`src/rtl/snpu_policy_deck.sv`:
```
// Policy-card engine: stack, hand, discard and board tallies, with a multi-cycle Fisher-Yates shuffle.
// Optional build macro SNPU_DECK_ENTROPY_EN adds entropy_in, XORed into LFSR bit 0 every cycle.
module snpu_policy_deck #(
  parameter int          DECK_SIZE = 17,
  parameter int          N_ONES    = 11,
  parameter int          HAND      = 3,
  parameter logic [15:0] LFSR_SEED = 16'hACE1,
  localparam int         CNT_W     = $clog2(DECK_SIZE + 1)
) (
  input  logic             clk,
  input  logic             rst,
  input  logic             cmd_valid,
  output logic             cmd_ready,
  input  logic [2:0]       cmd_op,
  input  logic [1:0]       cmd_idx,
`ifdef SNPU_DECK_ENTROPY_EN
  input  logic             entropy_in,
`endif
  output logic             rsp_valid,
  output logic             rsp_err,
  output logic [7:0]       rsp_data,
  output logic [CNT_W-1:0] n_stack,
  output logic [1:0]       hand_cnt
);

  localparam logic [2:0] OP_NEW_GAME = 3'd1;
  localparam logic [2:0] OP_SHUFFLE  = 3'd2;
  localparam logic [2:0] OP_DRAW     = 3'd3;
  localparam logic [2:0] OP_DISCARD  = 3'd4;
  localparam logic [2:0] OP_ENACT    = 3'd5;
  localparam logic [2:0] OP_PEEK     = 3'd6;
  localparam logic [2:0] OP_STATUS   = 3'd7;

  localparam logic [DECK_SIZE-1:0] STACK_INIT = DECK_SIZE'((64'd1 << N_ONES) - 64'd1);

  typedef enum logic [1:0] {
    S_IDLE  = 2'd0,
    S_MERGE = 2'd1,
    S_SWAP  = 2'd2
  } state_t;

  // Galois form of x^16+x^14+x^13+x^11+1, shifting right.
  function automatic logic [15:0] lfsr_step(input logic [15:0] s);
    lfsr_step = {1'b0, s[15:1]} ^ (s[0] ? 16'hB400 : 16'h0000);
  endfunction

  state_t                 state_q, state_d;
  logic [DECK_SIZE-1:0]   stack_q, stack_d;
  logic [CNT_W-1:0]       n_stack_q, n_stack_d;
  logic [2:0]             hand_q, hand_d;
  logic [1:0]             hand_cnt_q, hand_cnt_d;
  logic [CNT_W-1:0]       disc_ones_q, disc_ones_d;
  logic [CNT_W-1:0]       disc_zeros_q, disc_zeros_d;
  logic [CNT_W-1:0]       board_ones_q, board_ones_d;
  logic [CNT_W-1:0]       board_zeros_q, board_zeros_d;
  logic [CNT_W-1:0]       swap_i_q, swap_i_d;
  logic [15:0]            lfsr_q, lfsr_d;
  logic                   rsp_valid_q, rsp_valid_d;
  logic                   rsp_err_q, rsp_err_d;
  logic [7:0]             rsp_data_q, rsp_data_d;

  logic [CNT_W:0]         merge_lo, merge_mid, merge_hi;
  logic [CNT_W-1:0]       swap_j;
  logic                   card;

  assign cmd_ready = (state_q == S_IDLE);
  assign rsp_valid = rsp_valid_q;
  assign rsp_err   = rsp_err_q;
  assign rsp_data  = rsp_data_q;
  assign n_stack   = n_stack_q;
  assign hand_cnt  = hand_cnt_q;

  always_comb begin
    state_d       = state_q;
    stack_d       = stack_q;
    n_stack_d     = n_stack_q;
    hand_d        = hand_q;
    hand_cnt_d    = hand_cnt_q;
    disc_ones_d   = disc_ones_q;
    disc_zeros_d  = disc_zeros_q;
    board_ones_d  = board_ones_q;
    board_zeros_d = board_zeros_q;
    swap_i_d      = swap_i_q;
    rsp_valid_d   = 1'b0;
    rsp_err_d     = 1'b0;
    rsp_data_d    = 8'h00;

    // Discarded ones land just above the current top, zeros above them.
    merge_lo  = {1'b0, n_stack_q};
    merge_mid = merge_lo + {1'b0, disc_ones_q};
    merge_hi  = merge_mid + {1'b0, disc_zeros_q};
    swap_j    = lfsr_q[CNT_W-1:0];
    card      = hand_q[cmd_idx];

`ifdef SNPU_DECK_ENTROPY_EN
    lfsr_d = lfsr_step(lfsr_q) ^ {15'd0, entropy_in};
`else
    lfsr_d = lfsr_step(lfsr_q);
`endif

    case (state_q)
      S_IDLE: begin
        if (cmd_valid) begin
          rsp_valid_d = 1'b1;
          case (cmd_op)
            OP_NEW_GAME: begin
              stack_d       = STACK_INIT;
              n_stack_d     = CNT_W'(DECK_SIZE);
              hand_d        = '0;
              hand_cnt_d    = '0;
              disc_ones_d   = '0;
              disc_zeros_d  = '0;
              board_ones_d  = '0;
              board_zeros_d = '0;
            end
            OP_SHUFFLE: begin
              if (hand_cnt_q != 2'd0) begin
                rsp_err_d = 1'b1;
              end else begin
                rsp_valid_d = 1'b0;
                state_d     = S_MERGE;
              end
            end
            OP_DRAW: begin
              if (hand_cnt_q != 2'd0 || n_stack_q < CNT_W'(HAND)) begin
                rsp_err_d = 1'b1;
              end else begin
                for (int k = 0; k < 3; k++) begin
                  hand_d[k] = (k < HAND) ? stack_q[n_stack_q - CNT_W'(k + 1)] : 1'b0;
                end
                n_stack_d  = n_stack_q - CNT_W'(HAND);
                hand_cnt_d = 2'(HAND);
                rsp_data_d = {5'd0, hand_d};
              end
            end
            OP_DISCARD, OP_ENACT: begin
              if (cmd_idx >= hand_cnt_q) begin
                rsp_err_d = 1'b1;
              end else begin
                if (cmd_op == OP_DISCARD) begin
                  if (card) disc_ones_d  = disc_ones_q + CNT_W'(1);
                  else      disc_zeros_d = disc_zeros_q + CNT_W'(1);
                end else begin
                  if (card) board_ones_d  = board_ones_q + CNT_W'(1);
                  else      board_zeros_d = board_zeros_q + CNT_W'(1);
                end
                for (int k = 0; k < 2; k++) begin
                  if (2'(k) >= cmd_idx) hand_d[k] = hand_q[k + 1];
                end
                hand_d[2]  = 1'b0;
                hand_cnt_d = hand_cnt_q - 2'd1;
                rsp_data_d = {7'd0, card};
              end
            end
            OP_PEEK: begin
              for (int k = 0; k < 3; k++) begin
                if (n_stack_q > CNT_W'(k)) rsp_data_d[k] = stack_q[n_stack_q - CNT_W'(k + 1)];
              end
            end
            OP_STATUS: rsp_data_d = {4'(board_ones_q), 4'(board_zeros_q)};
            default:   rsp_data_d = 8'h00;
          endcase
        end
      end

      S_MERGE: begin
        for (int k = 0; k < DECK_SIZE; k++) begin
          if ((CNT_W+1)'(k) >= merge_lo && (CNT_W+1)'(k) < merge_mid)
            stack_d[k] = 1'b1;
          else if ((CNT_W+1)'(k) >= merge_mid && (CNT_W+1)'(k) < merge_hi)
            stack_d[k] = 1'b0;
        end
        n_stack_d    = merge_hi[CNT_W-1:0];
        disc_ones_d  = '0;
        disc_zeros_d = '0;
        if (merge_hi <= (CNT_W+1)'(1)) begin
          state_d     = S_IDLE;
          rsp_valid_d = 1'b1;
          rsp_data_d  = 8'(merge_hi);
        end else begin
          state_d  = S_SWAP;
          swap_i_d = merge_hi[CNT_W-1:0] - CNT_W'(1);
        end
      end

      S_SWAP: begin
        // Out-of-range draws of j are retried on the next LFSR value.
        if (swap_j <= swap_i_q) begin
          stack_d[swap_i_q] = stack_q[swap_j];
          stack_d[swap_j]   = stack_q[swap_i_q];
          swap_i_d          = swap_i_q - CNT_W'(1);
          if (swap_i_q == CNT_W'(1)) begin
            state_d     = S_IDLE;
            rsp_valid_d = 1'b1;
            rsp_data_d  = 8'(n_stack_q);
          end
        end
      end

      default: state_d = S_IDLE;
    endcase
  end

  always_ff @(posedge clk) begin
    if (rst) begin
      state_q       <= S_IDLE;
      stack_q       <= STACK_INIT;
      n_stack_q     <= CNT_W'(DECK_SIZE);
      hand_q        <= '0;
      hand_cnt_q    <= '0;
      disc_ones_q   <= '0;
      disc_zeros_q  <= '0;
      board_ones_q  <= '0;
      board_zeros_q <= '0;
      swap_i_q      <= '0;
      lfsr_q        <= LFSR_SEED;
      rsp_valid_q   <= 1'b0;
      rsp_err_q     <= 1'b0;
      rsp_data_q    <= 8'h00;
    end else begin
      state_q       <= state_d;
      stack_q       <= stack_d;
      n_stack_q     <= n_stack_d;
      hand_q        <= hand_d;
      hand_cnt_q    <= hand_cnt_d;
      disc_ones_q   <= disc_ones_d;
      disc_zeros_q  <= disc_zeros_d;
      board_ones_q  <= board_ones_d;
      board_zeros_q <= board_zeros_d;
      swap_i_q      <= swap_i_d;
      lfsr_q        <= lfsr_d;
      rsp_valid_q   <= rsp_valid_d;
      rsp_err_q     <= rsp_err_d;
      rsp_data_q    <= rsp_data_d;
    end
  end

endmodule
```
`config.mk`:
```
export PLATFORM = sky130hd
export DESIGN_NAME = snpu_policy_deck
export DESIGN_NICKNAME = d
export VERILOG_FILES = /design/src/rtl/snpu_policy_deck.sv
export SDC_FILE = /design/constraint.sdc
export NUM_CORES = 1
export LEC_CHECK = 0
export CAP_MARGIN = 20
export CORE_MARGIN = 5
export CORE_UTILIZATION = 30
export CTS_CLUSTER_DIAMETER = 80
export DETAILED_ROUTE_END_ITERATION = 6
export PLACE_DENSITY = 0.51
export REMOVE_ABC_BUFFERS = 1
export SLEW_MARGIN = 20
export SYNTH_ARGS = -nofsm -noshare
export SYNTH_HDL_FRONTEND = slang
export SYNTH_SLANG_ARGS = --single-unit
```
`constraint.sdc`:
```
create_clock -name clk -period 7.4 [get_ports clk]
set_clock_uncertainty 0.1 [all_clocks]
set_input_delay 1.48 -clock clk [delete_from_list [all_inputs] [get_ports clk]]
set_output_delay 1.48 -clock clk [all_outputs]
set_load 0.01 [all_outputs]
```
# Word level (Yosys, flattened, before mapping)
# Index checks and enable logic that the tools add are counted.
# op_classes
reduce_logical	73
magnitude_cmp	85
n_addsub	12
n_eq_ne	48
muxes	121
bitwise_logic	3
# op_table
cell	count
5-bit two-way mux	20
4-bit by 6-bit less-than comparator with 1-bit output (first input constant)	16
5-bit AND reduction	19
5-bit case mux with 2 select lines	9
3-bit inequality test (second input constant)	22
1-bit two-way mux	56
17-bit two-way mux	3
17-bit case mux with 3 select lines	1
4-bit by 6-bit >= comparator with 1-bit output (first input constant)	8
3-bit by 6-bit less-than comparator with 1-bit output (first input constant)	8
4-bit by 5-bit >= comparator with 1-bit output (first input constant)	8
1-bit logical AND	36
6-bit AND reduction	6
17-bit bitwise mux	2
5-bit by 6-bit less-than comparator with 1-bit output (second input constant)	5
1-bit binary-select mux with 5-bit select	5
3-bit by 6-bit >= comparator with 1-bit output (first input constant)	4
1-bit by 6-bit less-than comparator with 1-bit output (first input constant)	4
2-bit by 6-bit less-than comparator with 1-bit output (first input constant)	4
2-bit inequality test (second input constant)	12
8-bit case mux with 3 select lines	1
5-bit by 1-bit adder with 5-bit output (second input constant)	4
3-bit by 5-bit >= comparator with 1-bit output (first input constant)	4
16-bit two-way mux	1
50 further kinds	84
# word_totals
output_inout_bits	18
in_bits	8
ff_bits	80
word_cells	374

# Logic depth before layout (Yosys ltp)
# Gate-level depths: netlist of run 1.
# depth
word_depth	8
ltp_mapped	15

# Least setup slack after synthesis of run 1
# Ideal clock, no wire load.
# synth_timing
path_type	register -> register
from	reg n_stack_q[1] (netlist: n_stack[1])
to	reg stack_q[11]
setup_time_ps	72
synth_period_minus_slack_ps	3918
n_path_buf	1
arrival_ps	3746
required_ps	7228
path_slack_ps	3482
path_stages_with_launch	13
path_cell_list	dfxtp_1 buf_2 inv_1 fa_1 xor2_1 inv_1 ha_1 nand2b_1 a21oi_1 xnor2_1 nand4_1 o311ai_0 mux2i_1
# synth_between
elab_chain_len	6
word_cells_on_any_way	12
cone_classes	add/sub: 2; order compare: 4; eq/ne: 1; mux: 2; reduce/logical: 3
# synth_rtl
item	line	text
start, declared	49	logic [CNT_W-1:0] n_stack_q, n_stack_d;
start signal, assigned	208	n_stack_q <= CNT_W'(DECK_SIZE);
start signal, assigned	223	n_stack_q <= n_stack_d;
5-bit by 5-bit adder with 6-bit output	90	merge_mid = merge_lo + {1'b0, disc_ones_q};
6-bit by 5-bit adder with 6-bit output	91	merge_hi = merge_mid + {1'b0, disc_zeros_q};
4-bit by 6-bit less-than comparator with 1-bit output	170	else if ((CNT_W+1)'(k) >= merge_mid && (CNT_W+1)'(k) < merge_hi)
1-bit logical AND	170	
3-bit inequality test (no line)	n/a	
5-bit AND reduction (no line)	n/a	
end signal, assigned	222	stack_q <= stack_d;
end, declared	48	logic [DECK_SIZE-1:0] stack_q, stack_d;
# Several ways; a longest one is shown, not always the timed one.
# A chain may end at the register's enable or synchronous reset.

# Final worst setup path of run 1
# layout_timing
from	reg n_stack_q[1] (netlist: n_stack[1])
to	reg stack_q[13]
# Same word-level chain as after synthesis.

==> results.md, run 1 <==
- Status: finished clean
- Fill cells: 2373
- Period utilization: 69.3%
- Clk buf depth: 2
- CP required: 7570 ps
- Grt total ovfl: 0
- CTS Buf Count: 9
- Final ANT Viol Nets: 0
- Core Rows: 55
- Initial Util: 30.5%
- Critical Path Start: n_stack[1]
- Post-synthesis instance total: approximately 870
- Sequential area share after synthesis: 22.6%
- #FFs+latches synth: 78
- Cell family with most CP delay: XOR/XNOR gates
- Rel. slew slack: 19.5%
- Die ar.: between 20000 and 30000 sq um
- WL final: between 20000 and 25000 um
- Hold WC Path Type: reg2reg
- CP cell instances: inv_1 > fa_1 > xor2_1 > inv_1 > ha_1 > nand2b_1 > a21oi_1 > xnor2_1 > nand4_1 > o31ai_1 > o211ai_1 > o41ai_2
- Least-Margin Pin Slew: 1180 ps
- Pwr Density: 152 nW/um^2
- Startpoint types: register
- Syn Std Cell Area: slightly below 7000 sq um
- WHS: 306 ps
- Reg2reg path depth: 12
- Clk slew on worst S/H paths: 70 ps
- Post-Layout Inst Area: around 7600 sq um
- DP Area: 7340 sq um
- Worst Path Arrival: 5290 ps
- Flop-to-flop setup slack: 2270 ps
- Hold path startpoint: lfsr_q[7]
- Wire length per cell: 20.5 um
- Main flop type after synthesis: dfxtp_1
- Via count: around 6900
- DR vias/cell: 5.93
- Final setup fails: 0
- # resized after CTS: 0
- Port bufs: 25
- First-pass GRT wire length: roughly 37000 um
- Area delta synth->final: 10.4%
- Detailed placement HPWL: 17100 um
- Fmax achieved: 195 MHz
- Placed cells: ~1100
- Clock Sinks: 78
- Hold path depth: 1
- Fin nets: ~900
- Maxcap violations: 0
- Reg2reg start: n_stack[1]
- IR drop worst, VDD: 109 uV
- Die Height: 162 um
- Reg2Reg Capture Point: stack_q[13]
- Post-synthesis async set-or-reset flop share: 0%
- Clock insertion delay at the later pin of the skew report: ~360 ps
- N_diodes: 0
- DRT Pass-1 Iters: 5
- EDFF count, synth: 0
- Final Hold Vio Count: 0
- Post-CTS Setup Bufs: 0
- Vias in the first global route: 6384
- Most frequent cell on the critical path: inv_1
- Yosys top cell by area: dfxtp_1
- DRC viols: 0
- Post-route non-filler standard cell count: 1155
- Post-synthesis cell type count: 86
- Hold EP: lfsr_q[6]
- Final Total Pwr: 1.16 mW
- Core ar.: approximately 23000 sq um
- Clk root buf: clkbuf_16
- Syn avg cell area: between 7 and 8 sq um
- RePlAce Congestion: 0.880
- Crit. End Element: register
- Slew Limit Fails: 0
- RSZ-0062 raised after global routing: false
- Most instantiated cells after synthesis: 88 x nor2_1, 84 x nand2_1, 78 x dfxtp_1, 73 x a21oi_1, 46 x ha_1
- Post-route minimum period: around 5000 ps
- Initial drt markers: 702
- Synth top area share: 22.6%
- Share of layout cells above drive strength 1: 9.54%
- Synth warn: 0
- Io pins: 26
- P_leak: 2.79 nW
- Setup TNS: 0 ps
- Initial antenna violation count: 0
- WP buf/inv: 2
- Crit Path Class: reg2reg
- Largest net degree at the start of global routing: 50
- CP max stage cell: dfxtp_1
- Synth area leaders: dfxtp_1 23%, ha_1 8.3%, a21oi_1 5.3%
- CP Max Fanout: 17
- Most frequent cell after synthesis: nor2_1
- Slowest stage delay, CP: 840 ps
- Global Route Usage Sum: 18.2%
- CTS tree: done
- H-tree depth: 3
- Die Wd: 162 um
- Hold-fix buffers at CTS: 0
## logic make-up after synthesis
family,Yosys count,synth area share [%]
AO/OA/AOI/OAI,254,25.7
AND/OR/NAND/NOR,335,24.3
multiplexers,43,9.25
buffers and inverters,86,5.55
adder cells (fa/ha/maj),48,8.89
XOR/XNOR,29,3.78
flip-flops,78,22.6
## worst max path at each step
stage | to | slack [ps] | depth (start not counted)
2_1_floorplan | stack_q[11] | 3120 | 12
3_3_place_gp | stack_q[13] | 2460 | 12
3_5_place_dp | stack_q[13] | 2380 | 12
4_1_cts | stack_q[13] | 2370 | 12
5_1_grt | stack_q[12] | 1810 | 12
6_report | stack_q[13] | 2270 | 12
## registers in the layout, indices dropped and copies added (netlist names)
signal / flops
stack_q: 17
lfsr_q: 16
rsp_data: 8
disc_ones_q: 5
disc_zeros_q: 5
n_stack: 5
swap_i_q: 5
board_ones_q: 4
board_zeros_q: 4
hand_q: 3
hand_cnt: 2
state_q: 2
rsp_err: 1
rsp_valid: 1
## metrics by stage
step,setup slack [ps],utilization [%]
2_1_floorplan,3120,-
3_3_place_gp,2460,32.3
3_5_place_dp,2380,32.3
4_1_cts,2370,33.7
5_1_grt,1810,33.7
6_report,2270,33.7
## area by class of cell
class | count | area (sq um) | area share [%]
clock inverters | 6 | 68.8 | 0.900
multi-input cells | 709 | 4980 | 65.2
inverters | 33 | 124 | 1.62
repair buffers | 34 | 313 | 4.09
well taps | 285 | 357 | 4.66
clock buffers | 10 | 239 | 3.13
flip-flops and latches | 78 | 1560 | 20.4
## power by group
group | internal [mW] | switching [mW] | leakage [nW]
clock network | 0.272 | 0.196 | 0.149
logic | 0.0886 | 0.159 | 2.01
registers | 0.432 | 0.0156 | 0.635
total | 0.793 | 0.370 | 2.79
## worst reg2reg max path, delay by kind of cell, from the launching register on
kind / cells / cell delay (ps)
and+or+nand+nor: 2 / 590
AOI/OAI and AO/OA: 4 / 870
buffers and inverters: 2 / 610
xor gates and xnor gates: 2 / 1060
adders and majority gates: 2 / 970
DFF: 1 / 840
## routing by layer
| layer | vias to the layer above | share of wire (%) | wire length [um] | global-route usage [%] |
|---|---|---|---|---|
| met5 | - | 0 | 0 | 0 |
| met4 | 0 | 2.2 | 524 | 6.00 |
| met3 | 40 | 6.8 | 1620 | 3.73 |
| met2 | 269 | 46 | 10800 | 28.6 |
| met1 | 3309 | 45 | 10700 | 24.9 |
| li1 | 3232 | - | - | - |
## cells in the final DEF (no fill, tap or decap), types with 4 or more instances in the layout
cell type,Yosys,routed
nor2_1,88,88
nand2_1,84,84
dfxtp_1,78,78
a21oi_1,73,73
ha_1,46,46
inv_1,30,30
nand3_1,27,27
o21ai_0,26,26
clkdlybuf4s50_1,0,24
nor2b_1,20,20
mux2i_1,19,19
nor3_1,18,18
a311oi_1,17,17
xnor2_1,16,16
and3_1,16,16
mux4_2,16,16
nand4_1,16,16
a31oi_1,16,16
o211ai_1,15,15
xor2_1,12,12
a211oi_1,12,12
o31ai_1,13,12
or2_2,11,11
nand2b_1,11,11
a22oi_1,10,10
clkbuf_16,0,9
buf_4,3,9
mux2_2,8,8
or3_1,7,7
a21o_1,6,6
a221oi_1,6,6
and2_1,6,6
nor3b_1,5,5
nor4_1,5,5
o22ai_1,4,4
a211o_1,4,4
Power figures use the tool's default switching activity.
==> run 2: changes to the inputs <==
--- a/config.mk
+++ b/config.mk
@@ -10,7 +10,7 @@
 export CORE_UTILIZATION = 30
 export CTS_CLUSTER_DIAMETER = 80
 export DETAILED_ROUTE_END_ITERATION = 6
-export PLACE_DENSITY = 0.51
+export PLACE_DENSITY = 0.53
 export REMOVE_ABC_BUFFERS = 1
 export SLEW_MARGIN = 20
 export SYNTH_ARGS = -nofsm -noshare
==> constraint.sdc (replaced) <==
create_clock -name clk -period 4.4 [get_ports clk]
set_clock_uncertainty 0.1 [all_clocks]
set_input_delay 0.88 -clock clk [delete_from_list [all_inputs] [get_ports clk]]
set_output_delay 0.88 -clock clk [all_outputs]
set_load 0.01 [all_outputs]
==> run 2 against run 1 <==
Against the previous run: combinational power up 74%; wire length increased by 0.88%; power rose by 64%; register-to-register slack got worse by 1900 ps; die area unchanged.
==> results.md, run 2 (synthesis results as in run 1) <==
- Wire length per cell: 20.4 um
- Period utilization: 91.8%
- Post-route minimum period: 4040 ps
- Hold path startpoint: lfsr_q[7]
- Die Wd: 162 um
- Combinational share of power: 22.5%
- Post-Layout Inst Area: 7750 sq um
- Reg2Reg Capture Point: swap_i_q[1]
- Worst Path Arrival: roughly 4200 ps
- Sw power: 0.616 mW
- Hold-fix buffers at CTS: 0
- Final Total Pwr: between 1.5 and 2 mW
- Clock insertion delay at the later pin of the skew report: 350 ps
- Core ar.: 22700 sq um
- Post-route setup slack: 359 ps
- RSZ-0062 raised after global routing: false
- Hold WC Path Type: reg2reg
- P_leak: 2.86 nW
- CTS tree: done
- Core Rows: 55
- Crit Path Class: reg2reg
- WL final: about 24000 um
- IR drop worst, VDD: 176 uV
- Clock Sinks: roughly 80
- CTS Buf Count: 9
- Pre-CTS WS: 435 ps
- GR Util met1: 24.7%
- Commonest non-fill, non-tap cell in the layout: nor2_1
- Maxcap violations: 0
- Area delta synth->final: 12.0%
- Top reg by flops: stack_q
- Reg2reg start: disc_ones_q[0]
- Final ANT Viol Nets: 0
- Global Route Usage Sum: approximately 18%
- Reg2reg path depth: 13
- Die ar.: 26200 sq um
- Startpoint types: register
- Part of the power in registers: 39.2%
- Vias in the first global route: 6390
- Status: finished clean
- DR vias/cell: 5.96
- DRC viols: 0
- DRT Pass-1 Iters: 5
- Final setup fails: 0
- Flop-to-flop setup slack: 360 ps
- Most frequent cells in the layout: 88 x nor2_1, 84 x nand2_1, 78 x dfxtp_1
- Crit. End Element: register
- Share of layout cells above drive strength 1: about 11%
- First-pass GRT wire length: ~37000 um
- Grt total ovfl: 0
- N_diodes: 0
- Rel. slew slack: 31.9%
- Power Internal: 1.30 mW
- CP required: 4520 ps
- Clk root buf: clkbuf_16
- Initial Util: a little under a third
- Sw Ratio: 32.2%
- Placed cells: 1157
- Initial antenna violation count: 1
- Post-route non-filler standard cell count: 1173
- Pwr Density: 247 nW/um^2
- Via count: 6990
- # resized after CTS: 0
- Initial drt markers: between 800 and 900
- DP Area: 7470 sq um
- Final Hold Vio Count: 0
- Setup TNS: 0 ps
- Hold EP: lfsr_q[6]
- Io pins: 26
- Fmax achieved: 247 MHz
- Clk buf depth: 2
- Clock share of power: 38.3%
- Port bufs: 25
- Largest register FFs: 17
- RePlAce Congestion: 0.924
- Met3 Usage GRT: 2.87%
- Hold path depth: 1
- Slew Limit Fails: 0
- Die Height: between 150 and 200 um
- H-tree depth: 3
- Fin nets: 939
- Busiest grt layer: met2
- Detailed placement HPWL: 17800 um
- Clk slew on worst S/H paths: around 60 ps
- Largest net degree at the start of global routing: 39
- Post-CTS Setup Bufs: 0
- CP Max Fanout: 10
- Grt met2 use: 28.1%
- Least-Margin Pin Slew: 1010 ps
[run 2: cell types whose count changed in the layout (fill, tap and decap cells not counted), sizes merged]
cell,before,now
buf,10,28
bufinv,1,0
clkbuf,10,12
clkinv,6,4
clkinvlp,1,2
[run 2: worst max-delay path by stage]
stage | cells past startpoint | to | start | slack (ps)
6_report | 13 | swap_i_q[1] | disc_ones_q[0] | 360
4_1_cts | 13 | swap_i_q[1] | disc_ones_q[0] | 400
3_3_place_gp | 12 | swap_i_q[1] | disc_ones_q[1] | 500
3_5_place_dp | 12 | swap_i_q[1] | disc_ones_q[0] | 430
2_1_floorplan | 12 | stack_q[11] | n_stack[0] | 120
5_1_grt | 12 | swap_i_q[1] | disc_ones_q[0] | 40
[run 2: metal layers]
| metal | part of all wire, % | vias to the layer above | wire (um) |
|---|---|---|---|
| met5 | 0.054 | - | 13 |
| met4 | 2.2 | 2 | 527 |
| met3 | 7.4 | 49 | 1760 |
| met2 | 46 | 317 | 10900 |
| met1 | 45 | 3347 | 10700 |
| li1 | - | 3275 | - |
[run 2: cell type report]
cell class | count | area (sq um)
fill | 2379 | 15000
multi-input combinational | 709 | 4980
sequential | 78 | 1560
timing repair buffer | 52 | 448
tap | 285 | 357
clock buffer | 12 | 256
inverter | 33 | 124
clock inverter | 4 | 28.8
[run 2: power by group through the flow]
stage	clock network [mW]	registers, mW	logic (mW)
4_1_cts	0.751	0.750	0.423
3_5_place_dp	0	0.766	0.420
6_report	0.733	0.750	0.431
3_3_place_gp	0	0.766	0.421
2_1_floorplan	0	0.773	0.261
5_1_grt	0.782	0.753	0.465
[run 2: critical path: stages (launching register included)]
cell and delay [ps]:
dfxtp_1 410, ha_1 250, inv_1 70, fa_1 430
xor2_1 200, inv_1 140, ha_1 370, nand2b_1 100
a21oi_1 70, xnor2_1 560, nand4_2 440, o211ai_1 480
mux2i_1 230, nor2_1 50
[run 2: stage by stage]
step | utilization [%] | hold slack [ps]
6_report | 34.1 | 308
2_1_floorplan | - | 289
3_5_place_dp | 32.9 | 295
4_1_cts | 34.1 | 313
3_3_place_gp | 32.9 | 291
5_1_grt | 34.1 | 317
==> run 3: changes to the inputs <==
--- a/config.mk
+++ b/config.mk
@@ -9,6 +9,7 @@
 export CORE_MARGIN = 5
 export CORE_UTILIZATION = 30
 export CTS_CLUSTER_DIAMETER = 80
+export CTS_CLUSTER_SIZE = 24
 export DETAILED_ROUTE_END_ITERATION = 6
 export PLACE_DENSITY = 0.53
 export REMOVE_ABC_BUFFERS = 1
==> results of run 3 <==
Same layout as run 2: the final DEF is identical, and so are final timing and power.
